**src/rtl/imem_arbiter_pkg.sv**
```systemverilog
// rtl/imem_arbiter_pkg.sv - shared encodings and constants for the instruction memory arbiter
package imem_arbiter_pkg;

    typedef enum logic [1:0] {
        ST_BOOT  = 2'd0,
        ST_RUN   = 2'd1,
        ST_DRAIN = 2'd2
    } arb_state_e;

    typedef enum logic [1:0] {
        OWN_NONE   = 2'd0,
        OWN_FETCH  = 2'd1,
        OWN_LOADER = 2'd2
    } owner_e;

    localparam logic [31:0] NOP_INST = 32'h00000013;

endpackage

```
**src/rtl/imem_arb_starve_cnt.sv**
```systemverilog
// rtl/imem_arb_starve_cnt.sv - saturating wait counter flagging a starved loader
module imem_arb_starve_cnt #(
    parameter int LIMIT = 4
) (
    input  logic clk,
    input  logic rst_n,
    input  logic inc,
    input  logic clr,
    output logic full
);

    localparam int W = (LIMIT < 1) ? 1 : $clog2(LIMIT + 1);

    logic [W-1:0] cnt_q;

    always_ff @(posedge clk or negedge rst_n) begin
        if (!rst_n) begin
            cnt_q <= '0;
        end else if (clr) begin
            cnt_q <= '0;
        end else if (inc && (cnt_q != W'(LIMIT))) begin
            cnt_q <= cnt_q + W'(1);
        end
    end

    assign full = (cnt_q == W'(LIMIT));

endmodule

```
**src/rtl/imem_arbiter.sv**
```systemverilog
// rtl/imem_arbiter.sv - fetch/loader arbiter onto one memory port; IMEM_ARBITER_RANGE_CHECK_EN adds address range check
module imem_arbiter
    import imem_arbiter_pkg::*;
#(
    parameter int ADDR_WIDTH   = 32,
    parameter int INST_WIDTH   = 32,
    parameter int IMEM_DEPTH   = 1024,
    parameter int STARVE_LIMIT = 4
) (
    input  logic                  clk,
    input  logic                  rst_n,
    input  logic                  f_req,
    input  logic [ADDR_WIDTH-1:0] f_addr,
    output logic                  f_gnt,
    output logic                  f_rvalid,
    output logic [INST_WIDTH-1:0] f_rdata,
    input  logic                  l_req,
    input  logic                  l_we,
    input  logic [ADDR_WIDTH-1:0] l_addr,
    input  logic [INST_WIDTH-1:0] l_wdata,
    output logic                  l_gnt,
    output logic                  l_rvalid,
    output logic [INST_WIDTH-1:0] l_rdata,
    input  logic                  load_done,
    input  logic                  reload_req,
    output logic                  m_en,
    output logic                  m_we,
    output logic [ADDR_WIDTH-1:0] m_addr,
    output logic [INST_WIDTH-1:0] m_wdata,
    input  logic [INST_WIDTH-1:0] m_rdata,
    output logic [1:0]            state_o,
    output logic                  err
);

`ifdef IMEM_ARBITER_RANGE_CHECK_EN
    localparam bit RANGE_CHECK = 1'b1;
`else
    localparam bit RANGE_CHECK = 1'b0;
`endif

    arb_state_e state_q, state_d;
    owner_e     owner_q, owner_d;

    logic                  starve_full;
    logic                  any_gnt;
    logic                  sel_we;
    logic [ADDR_WIDTH-1:0] sel_addr;
    logic                  oor;
    logic [INST_WIDTH-1:0] rdata_src;

    always_comb begin
        state_d = state_q;
        f_gnt   = 1'b0;
        l_gnt   = 1'b0;
        case (state_q)
            ST_BOOT: begin
                l_gnt = l_req;
                if (load_done) state_d = ST_RUN;
            end
            ST_RUN: begin
                // a starved loader overrides fetch priority for exactly one grant
                if (starve_full && l_req) begin
                    l_gnt = 1'b1;
                end else begin
                    f_gnt = f_req;
                    l_gnt = l_req & ~f_req;
                end
                if (reload_req) state_d = ST_DRAIN;
            end
            ST_DRAIN: begin
                if (owner_q == OWN_NONE) state_d = ST_BOOT;
            end
            default: state_d = ST_BOOT;
        endcase
    end

    imem_arb_starve_cnt #(
        .LIMIT (STARVE_LIMIT)
    ) u_starve_cnt (
        .clk   (clk),
        .rst_n (rst_n),
        .inc   ((state_q == ST_RUN) && l_req && !l_gnt),
        .clr   ((state_q != ST_RUN) || l_gnt),
        .full  (starve_full)
    );

    assign any_gnt  = f_gnt | l_gnt;
    assign sel_we   = l_gnt & l_we;
    assign sel_addr = l_gnt ? l_addr : f_addr;
    assign oor      = RANGE_CHECK && any_gnt && (sel_addr >= ADDR_WIDTH'(IMEM_DEPTH));

    assign m_en    = any_gnt & ~oor;
    assign m_we    = sel_we & ~oor;
    assign m_addr  = sel_addr;
    assign m_wdata = l_gnt ? l_wdata : '0;

    always_comb begin
        owner_d = OWN_NONE;
        if (any_gnt && !sel_we) owner_d = f_gnt ? OWN_FETCH : OWN_LOADER;
    end

    always_ff @(posedge clk or negedge rst_n) begin
        if (!rst_n) begin
            state_q <= ST_BOOT;
            owner_q <= OWN_NONE;
        end else begin
            state_q <= state_d;
            owner_q <= owner_d;
        end
    end

`ifdef IMEM_ARBITER_RANGE_CHECK_EN
    logic err_q;
    logic nop_q;

    // rejected reads still complete, returning a NOP instead of memory data
    always_ff @(posedge clk or negedge rst_n) begin
        if (!rst_n) begin
            err_q <= 1'b0;
            nop_q <= 1'b0;
        end else begin
            err_q <= oor;
            nop_q <= oor & ~sel_we;
        end
    end

    assign err       = err_q;
    assign rdata_src = nop_q ? INST_WIDTH'(NOP_INST) : m_rdata;
`else
    assign err       = 1'b0;
    assign rdata_src = m_rdata;
`endif

    assign f_rvalid = (owner_q == OWN_FETCH);
    assign l_rvalid = (owner_q == OWN_LOADER);
    assign f_rdata  = f_rvalid ? rdata_src : '0;
    assign l_rdata  = l_rvalid ? rdata_src : '0;
    assign state_o  = state_q;

endmodule

```
**config.mk**
```make
export PLATFORM = sky130hd
export DESIGN_NAME = imem_arbiter
export DESIGN_NICKNAME = d
export VERILOG_FILES = /design/src/rtl/imem_arbiter_pkg.sv /design/src/rtl/imem_arb_starve_cnt.sv /design/src/rtl/imem_arbiter.sv
export SDC_FILE = /design/constraint.sdc
export NUM_CORES = 1
export LEC_CHECK = 0
export CAP_MARGIN = 20
export CORE_AREA = 3 3 105 107
export CTS_CLUSTER_SIZE = 12
export DETAILED_ROUTE_END_ITERATION = 7
export DIE_AREA = 0 0 108 110
export GPL_TIMING_DRIVEN = 0
export PLACE_DENSITY = 0.65
export SETUP_SLACK_MARGIN = 0.05
export SYNTH_ARGS = -nofsm -noshare
export SYNTH_HDL_FRONTEND = slang
export SYNTH_SLANG_ARGS = --single-unit
```
**constraint.sdc**
```tcl
create_clock -name clk -period 6.3 [get_ports clk]
set_clock_uncertainty 0.2 [all_clocks]
set_input_delay 0.945 -clock clk [delete_from_list [all_inputs] [get_ports clk]]
set_output_delay 0.945 -clock clk [all_outputs]
set_load 0.005 [all_outputs]
```
# Word level (Yosys, flattened, before mapping)
# Index checks and enable logic that the tools add are counted.
word_totals:
  register_bits: 7
  input_bits: 135
  output_inout_bits: 137
  wordCells: 46
op_classes:
  n_addsub: 1
  n_eq_ne: 10
  n_mux: 16
  bitwise_logic: 4
  reduce_logical: 12
ops:
  columns: ["cell", "n"]
  rows:
  - ["32-bit 2-to-1 mux", 4]
  - ["2-bit 2-to-1 mux", 5]
  - ["3-bit 2-to-1 mux", 2]
  - ["2-bit != test, second input constant", 3]
  - ["2-bit one-hot mux with 3 select lines", 1]
  - ["1-bit logical AND", 5]
  - ["2-bit by 1-bit == test with 1-bit output, second input constant", 2]
  - ["2-bit == test, second input constant", 2]
  - ["2-bit zero test", 2]
  - ["3-bit by 1-bit adder with 3-bit output, second input constant", 1]
  - ["3-bit == test, second input constant", 1]
  - ["1-bit 2-to-1 mux", 3]
  - ["3-bit != test, second input constant", 1]
  - ["3-bit AND reduction", 1]
  - ["1-bit AND", 2]
  - ["1-bit zero test", 2]
  - ["2-bit by 1-bit != test with 1-bit output, second input constant", 1]
  - ["1-bit one-hot mux with 2 select lines", 1]
  - ["2-bit nonzero test", 1]
  - ["1-bit logical OR", 1]
  - ["1-bit inverter", 1]
  - ["1-bit OR", 1]

# Depth between registers and ports, before layout
# Gate-level depths: netlist (run 1).
logic_depth:
  ltp_word: 9
  ltp_mapped: 7
  ltp_nobuf: 5

# By module
# From an unflattened synthesis (run 1), not the netlist that was laid out.
hier_totals:
  hier_cells: 187
  area_unflattened_um2: 1465.2
modules_own_cells:
  columns: ["module", "instances", "cells_each", "area_each_um2", "seq_area_each_um2"]
  rows:
  - ["imem_arbiter", 1, 169, 1267.5, 100.1]
  - ["imem_arb_starve_cnt", 1, 18, 197.7, 75.1]

# Worst setup path after synthesis (run 1)
# Ideal clock, no wire load.
synth_path:
  kind: "input port to output port"
  from: "input port f_req"
  to: "output port m_addr[27]"
  arrival_ps: 1973
  required_ps: 5155
  slack_ps: 3182
  path_stages: 4
  n_path_buf: 1
  cell_sequence: "and2_4 -> a211oi_4 -> buf_4 -> mux2_2"
synth_between:
  elab_chain_cells: 5
synth_rtl:
  columns: ["item", "line_no", "source"]
  rows:
  - ["start: declaration", "imem_arbiter.sv:12", "input logic f_req,"]
  - ["1-bit inverter", "imem_arbiter.sv:66", "l_gnt = l_req & ~f_req;"]
  - ["1-bit AND", "imem_arbiter.sv:66", null]
  - ["1-bit 2-to-1 mux", "imem_arbiter.sv:62", "if (starve_full && l_req) begin"]
  - ["1-bit one-hot mux with 2 select lines", "imem_arbiter.sv:55", "case (state_q)"]
  - ["32-bit 2-to-1 mux", "imem_arbiter.sv:89", "assign sel_addr = l_gnt ? l_addr : f_addr;"]
  - ["end: declaration", "imem_arbiter.sv:28", "output logic [ADDR_WIDTH-1:0] m_addr,"]
# No other way between the ends.

# Worst setup path after layout (run 1)
# Same ends and word-level chain as after synthesis.

==> impl_metrics.env, run 1 <==
export IMPL_status="completed"
export IMPL_grt_max_degree=11
export IMPL_grt_ovfl_total=0
export IMPL_synth_edff_count=0
export IMPL_grt_pass1_vias=2247
export IMPL_ys_types=23
export IMPL_setup_tns_ps=0
export IMPL_cts_buffers=3
export IMPL_grt_pass1_wl_mm=12.3
export IMPL_synth_seq_cells=7
export IMPL_ys_seq_area_share_pct=11.9
export IMPL_fmax_mhz=235
export IMPL_clockRootBuffer="clkbuf_8"
export IMPL_cts_hold_buf=0
export IMPL_hold_viol=0
export IMPL_drt_iter0_drc=55
export IMPL_nets=597
export IMPL_die_y_um=110
export IMPL_holdPathStages=2
export IMPL_die_area_um2=11900
export IMPL_async_reset_ff_share_pct=100
export IMPL_crit_path_max_incr_delay_ps=460
export IMPL_cts_resized=0
export IMPL_insertion_delay_ps=230
export IMPL_power_density_nw_per_um2=181
export IMPL_crit_path_end_kind="output pin"
export IMPL_hpwl_mm=7.89
export IMPL_setup_viol=0
export IMPL_clockBufferDepth=2
export IMPL_cp_max_fo=10
export IMPL_antenna_left=0
export IMPL_r2r_slack_ps=4410
export IMPL_core_rowCount=37
export IMPL_worstRegToRegCells=6
export IMPL_postSynthCellCount=185
export IMPL_hp_class="flip-flop to flip-flop"
export IMPL_r2r_end="owner_q[1]"
export IMPL_cp_cell_sequence="clkdlybuf4s50_1 -> and2_4 -> a211oi_4 -> buf_4 -> mux2_2 -> clkdlybuf4s50_1"
export IMPL_grt_usage_pct=13.3
export IMPL_routed_wl_mm=8.86
export IMPL_worstHoldStart="owner_q[1]"
export IMPL_n_antenna_cell=0
export IMPL_drc=0
export IMPL_fin_util_pct=42.9
export IMPL_synth_flop_cell="dfrtp_1"
export IMPL_r2r_start="u_starve_cnt.cnt_q[0]"
export IMPL_vdd_ir_drop_max_mv=0.0786
export IMPL_min_to="state_o[1]"
export IMPL_vias=2245
export IMPL_core_um2=10200
export IMPL_syn_nets=322
export IMPL_min_period_over_period_pct=67.7
export IMPL_netlist_area_leader_share_pct=41.3
export IMPL_ys_warnings_count=0
export IMPL_setup_worst_path_class="primary input to output pin"
export IMPL_start_util_pct=14.4
export IMPL_cp_start_kind="primary input"
export IMPL_fillers=1029
export IMPL_drive_gt1_share_pct=10.2
export IMPL_p_leak_nw=1.69
export IMPL_cts_max_level=1
export IMPL_cp_slowest_cell="clkdlybuf4s50_1"
export IMPL_rsz0062_at_grt="false"
export IMPL_ioPinCount=272
export IMPL_syn2layout_area_growth_pct=199
export IMPL_io_buffers=270
export IMPL_cts_tree="yes"
export IMPL_gp_congestion=0.812
export IMPL_report_final_slew_viol_count=0
export IMPL_syn_area_um2=1470
export IMPL_critPathArrivalTime_ps=3120
export IMPL_die_w_um=108
export IMPL_crit_top_cell="clkdlybuf4s50_1"
export IMPL_via_per_inst=3.77
export IMPL_clk_pin_slew_ps=40
export IMPL_cts_sinks=7
export IMPL_synth_commonest_cells="97 x and2_1, 32 x mux2_2, 7 x dfrtp_1"
export IMPL_worstPathRequired_ps=5150
export IMPL_yosysTopAreaCell="and2_1"
export IMPL_min_period_ps=4260
export IMPL_cts_setup_buffers=0
export IMPL_dr_pass1_iters=4
export IMPL_antenna_found_initial=0
export IMPL_maxCapViolCount=0
export IMPL_yosysMostFrequentCell="and2_1"
export IMPL_syn_area_per_cell_um2=7.94
export IMPL_wl_per_cell_um=14.9
export IMPL_ys_top_cells_by_area="and2_1 41%, mux2_2 25%, dfrtp_1 12%"
==> flip-flops by register name, summed over array words and instances (netlist names) <==
signal / count
owner_q: 2
u_starve_cnt.cnt_q: 3
state_o: 2
==> cells by family after synthesis <==
family / after synthesis / synth area share (%)
and+or+nand+nor: 116 / 48.7
muxes: 32 / 24.5
buffers and inverters: 18 / 7.75
AOI/OAI and AO/OA: 9 / 5.11
DFF: 7 / 11.9
adders and majority gates: 2 / 1.70
other: 1 / 0.255
==> power breakdown <==
part           leakage, nW  total (mW)  switching, mW  internal, mW
Sequential          0.0940      0.0677         0.0130        0.0547
Combinational         1.57       0.664          0.217         0.446
Clock               0.0228      0.0636         0.0198        0.0438
Total                 1.69       0.795          0.250         0.545
==> cells in the final DEF (no fill, tap or decap) <==
cell             instances
conb_1                   1
and2_4                   1
clkdlybuf4s50_1        270
nor2_1                   1
clkbuf_1                 7
ha_1                     2
o211a_1                  2
and2_1                  97
buf_2                    1
dfrtp_1                  7
nand2_2                  1
a21oi_1                  4
nand2b_1                 1
and3b_1                  1
buf_4                    2
buf_6                    5
clkbuf_8                 3
o211ai_1                 2
or2_2                    1
inv_1                    4
nor2b_1                  6
a211oi_4                 1
nand2_1                  5
mux2_2                  32
nand4_1                  2
==> worst max path at each step <==
stage | start | end | slack [ps] | cells past startpoint
CTS | f_req | m_addr[27] | 1950 | 6
global route | f_req | m_addr[27] | 1900 | 6
floorplan | f_req | m_addr[27] | 3180 | 4
global placement | f_req | m_addr[27] | 1990 | 6
detailed placement | f_req | m_addr[27] | 1950 | 6
finish | f_req | m_addr[27] | 2040 | 6
==> stage by stage <==
stage | instances | cell area [µm²] | worst slack (ps) | total power [mW] | hold slack (ps)
2_1_floorplan | 185 | 1470 | 3180 | 0.315 | 299
3_3_place_gp | 591 | 4340 | 1990 | 0.737 | 337
3_5_place_dp | 591 | 4340 | 1950 | 0.740 | 351
4_1_cts | 595 | 4390 | 1950 | 0.811 | 357
5_1_grt | 595 | 4390 | 1900 | 0.858 | 381
6_report | 595 | 4390 | 2040 | 0.795 | 351
==> final cells by class <==
type / count / area (µm²) / area share, %
tap: 136 / 170 / 3.88
timing repair buffer: 270 / 2700 / 61.6
sequential: 7 / 175 / 3.99
clock buffer: 4 / 45.0 / 1.03
multi-input combinational: 160 / 1180 / 26.9
buffer: 14 / 98.8 / 2.25
inverter: 4 / 15.0 / 0.342
==> critical path: cells and delay by family <==
kind / cells / cell delay (ps)
buffers and inverters: 3 / 1170
and+or+nand+nor: 1 / 210
AOI/OAI and AO/OA: 1 / 450
muxes: 1 / 340
==> routing by layer <==
layer  up-vias  share of wire, %  track usage, %
li1       1139                 -               -
met4         0               1.0            1.80
met2        99                54            24.1
met3         6               7.4            4.19
met5         -                 0               0
met1      1001                38            15.8
No activity file was read; power rests on OpenSTA's default activity.
==> inputs of run 2 (changes only) <==
CORE_AREA = 3 3 103 105   (was 3 3 105 107)
DIE_AREA = 0 0 106 108   (was 0 0 108 110)
PLACE_DENSITY = 0.69   (was 0.65)
clock period = 3.8 ns   (was 6.3 ns; I/O delays follow)
==> impl_metrics.env, run 2 (synthesized netlist as in run 1, its figures left out) <==
export IMPL_status="completed"
export IMPL_die_area_um2=11400
export IMPL_die_y_um=108
export IMPL_power_density_nw_per_um2=302
export IMPL_insertion_delay_ps=220
export IMPL_cts_tree="yes"
export IMPL_r2r_slack_ps=1850
export IMPL_cp_cell_sequence="clkdlybuf4s50_1 -> and2_4 -> a211oi_4 -> buf_4 -> mux2_2 -> clkdlybuf4s50_1"
export IMPL_setup_viol=0
export IMPL_routed_wl_mm=8.95
export IMPL_crit_top_cell="clkdlybuf4s50_1"
export IMPL_cp_slowest_cell="clkdlybuf4s50_1"
export IMPL_drt_iter0_drc=36
export IMPL_p_leak_nw=1.69
export IMPL_place_inst=588
export IMPL_grt_ovfl_total=0
export IMPL_grt_max_degree=11
export IMPL_r2r_start="u_starve_cnt.cnt_q[0]"
export IMPL_drc=0
export IMPL_setup_tns_ps=0
export IMPL_cp_max_fo=10
export IMPL_n_antenna_cell=0
export IMPL_syn2layout_area_growth_pct=198
export IMPL_antenna_found_initial=0
export IMPL_min_period_over_period_pct=92.6
export IMPL_maxCapViolCount=0
export IMPL_grt_pass1_wl_mm=13.2
export IMPL_fin_cells=592
export IMPL_setup_worst_path_class="primary input to output pin"
export IMPL_clockBufferDepth=2
export IMPL_cts_resized=0
export IMPL_die_w_um=106
export IMPL_core_um2=9730
export IMPL_r2r_end="owner_q[1]"
export IMPL_rsz0062_at_grt="false"
export IMPL_critPathArrivalTime_ps=2750
export IMPL_wl_per_cell_um=15.1
export IMPL_largest_reg_flops=3
export IMPL_cts_buffers=3
export IMPL_antenna_left=0
export IMPL_clk_pin_slew_ps=40
export IMPL_fillers=989
export IMPL_nets=597
export IMPL_clockRootBuffer="clkbuf_8"
export IMPL_cts_setup_buffers=0
export IMPL_start_util_pct=15.1
export IMPL_report_final_slew_viol_count=0
export IMPL_largest_register="u_starve_cnt.cnt_q"
export IMPL_hpwl_mm=8.04
export IMPL_finalPower_mw=1.32
export IMPL_final_cell_mix="270 x clkdlybuf4s50_1, 97 x and2_1, 32 x mux2_2, 7 x clkbuf_1, 7 x dfrtp_1"
export IMPL_min_period_ps=3520
export IMPL_crit_path_max_incr_delay_ps=460
export IMPL_crit_path_end_kind="output pin"
export IMPL_dr_pass1_iters=4
export IMPL_vdd_ir_drop_max_mv=0.142
export IMPL_worstRegToRegCells=6
export IMPL_ioPinCount=272
export IMPL_hp_class="flip-flop to flip-flop"
export IMPL_vias=2269
export IMPL_fmax_mhz=284
export IMPL_via_per_inst=3.83
export IMPL_drive_gt1_share_pct=10.2
export IMPL_finalHoldWorstSlack_ps=341
export IMPL_cp_endpoint="m_addr[27]"
export IMPL_cp_start_kind="primary input"
export IMPL_final_common_cell="clkdlybuf4s50_1"
export IMPL_grt_pass1_vias=2391
export IMPL_crit_start="f_req"
export IMPL_core_rowCount=36
export IMPL_cts_max_level=1
export IMPL_hold_viol=0
export IMPL_grt_usage_pct=14.5
export IMPL_gp_congestion=0.823
export IMPL_worstPathRequired_ps=3030
export IMPL_io_buffers=270
export IMPL_cts_sinks=7
export IMPL_cts_hold_buf=0
[run 2: metal layers]
metal  GRT usage [%]  wire length [µm]  up-vias
li1                -                 -     1142
met3            2.57               471        4
met2            27.6              5120       75
met1            17.1              3320     1048
met5               0                 0        -
met4            2.31                48        0
[run 2: worst max-delay path: cells and delay by family]
family	cells	cell delay (ps)
buffers and inverters	3	1180
AOI/OAI and AO/OA	1	450
muxes	1	340
and+or+nand+nor	1	210
[run 2: how the worst min path moves through the flow]
stage | from | endpoint | slack (ps) | cells after the start
after floorplan | rst_n | owner_q[0] | 70 | 0
after global placement | owner_q[1] | state_o[1] | 320 | 2
after detailed placement | owner_q[1] | state_o[1] | 330 | 2
after CTS | owner_q[1] | state_o[1] | 350 | 2
after global routing | owner_q[1] | state_o[1] | 390 | 2
final | owner_q[1] | state_o[1] | 340 | 2
[run 2: per-stage QoR]
| stage | cell area, µm² | util (%) | worst slack (ps) |
|---|---|---|---|
| 4_1_cts | 4380 | 45.0 | 216 |
| 5_1_grt | 4380 | 45.0 | 135 |
| 2_1_floorplan | 1470 | - | 1430 |
| 6_report | 4380 | 45.0 | 281 |
| 3_3_place_gp | 4340 | 44.6 | 231 |
| 3_5_place_dp | 4340 | 44.6 | 235 |
[run 2: final cells by class]
class                   count  area (µm²)  area share (%)
repair buffers            270        2700            61.7
multi-input cells         160        1180            26.9
flip-flops and latches      7         175            4.00
well taps                 133         166            3.80
plain buffers              14        98.8            2.26
clock buffers               4        45.0            1.03
inverters                   4        15.0           0.343
[run 2: report_power, final]
group	switching (mW)	internal [mW]	total (mW)	leakage [nW]
Clock	0.0307	0.0724	0.103	0.0228
Sequential	0.0204	0.0907	0.111	0.0940
Combinational	0.369	0.740	1.11	1.57
Total	0.420	0.903	1.32	1.69
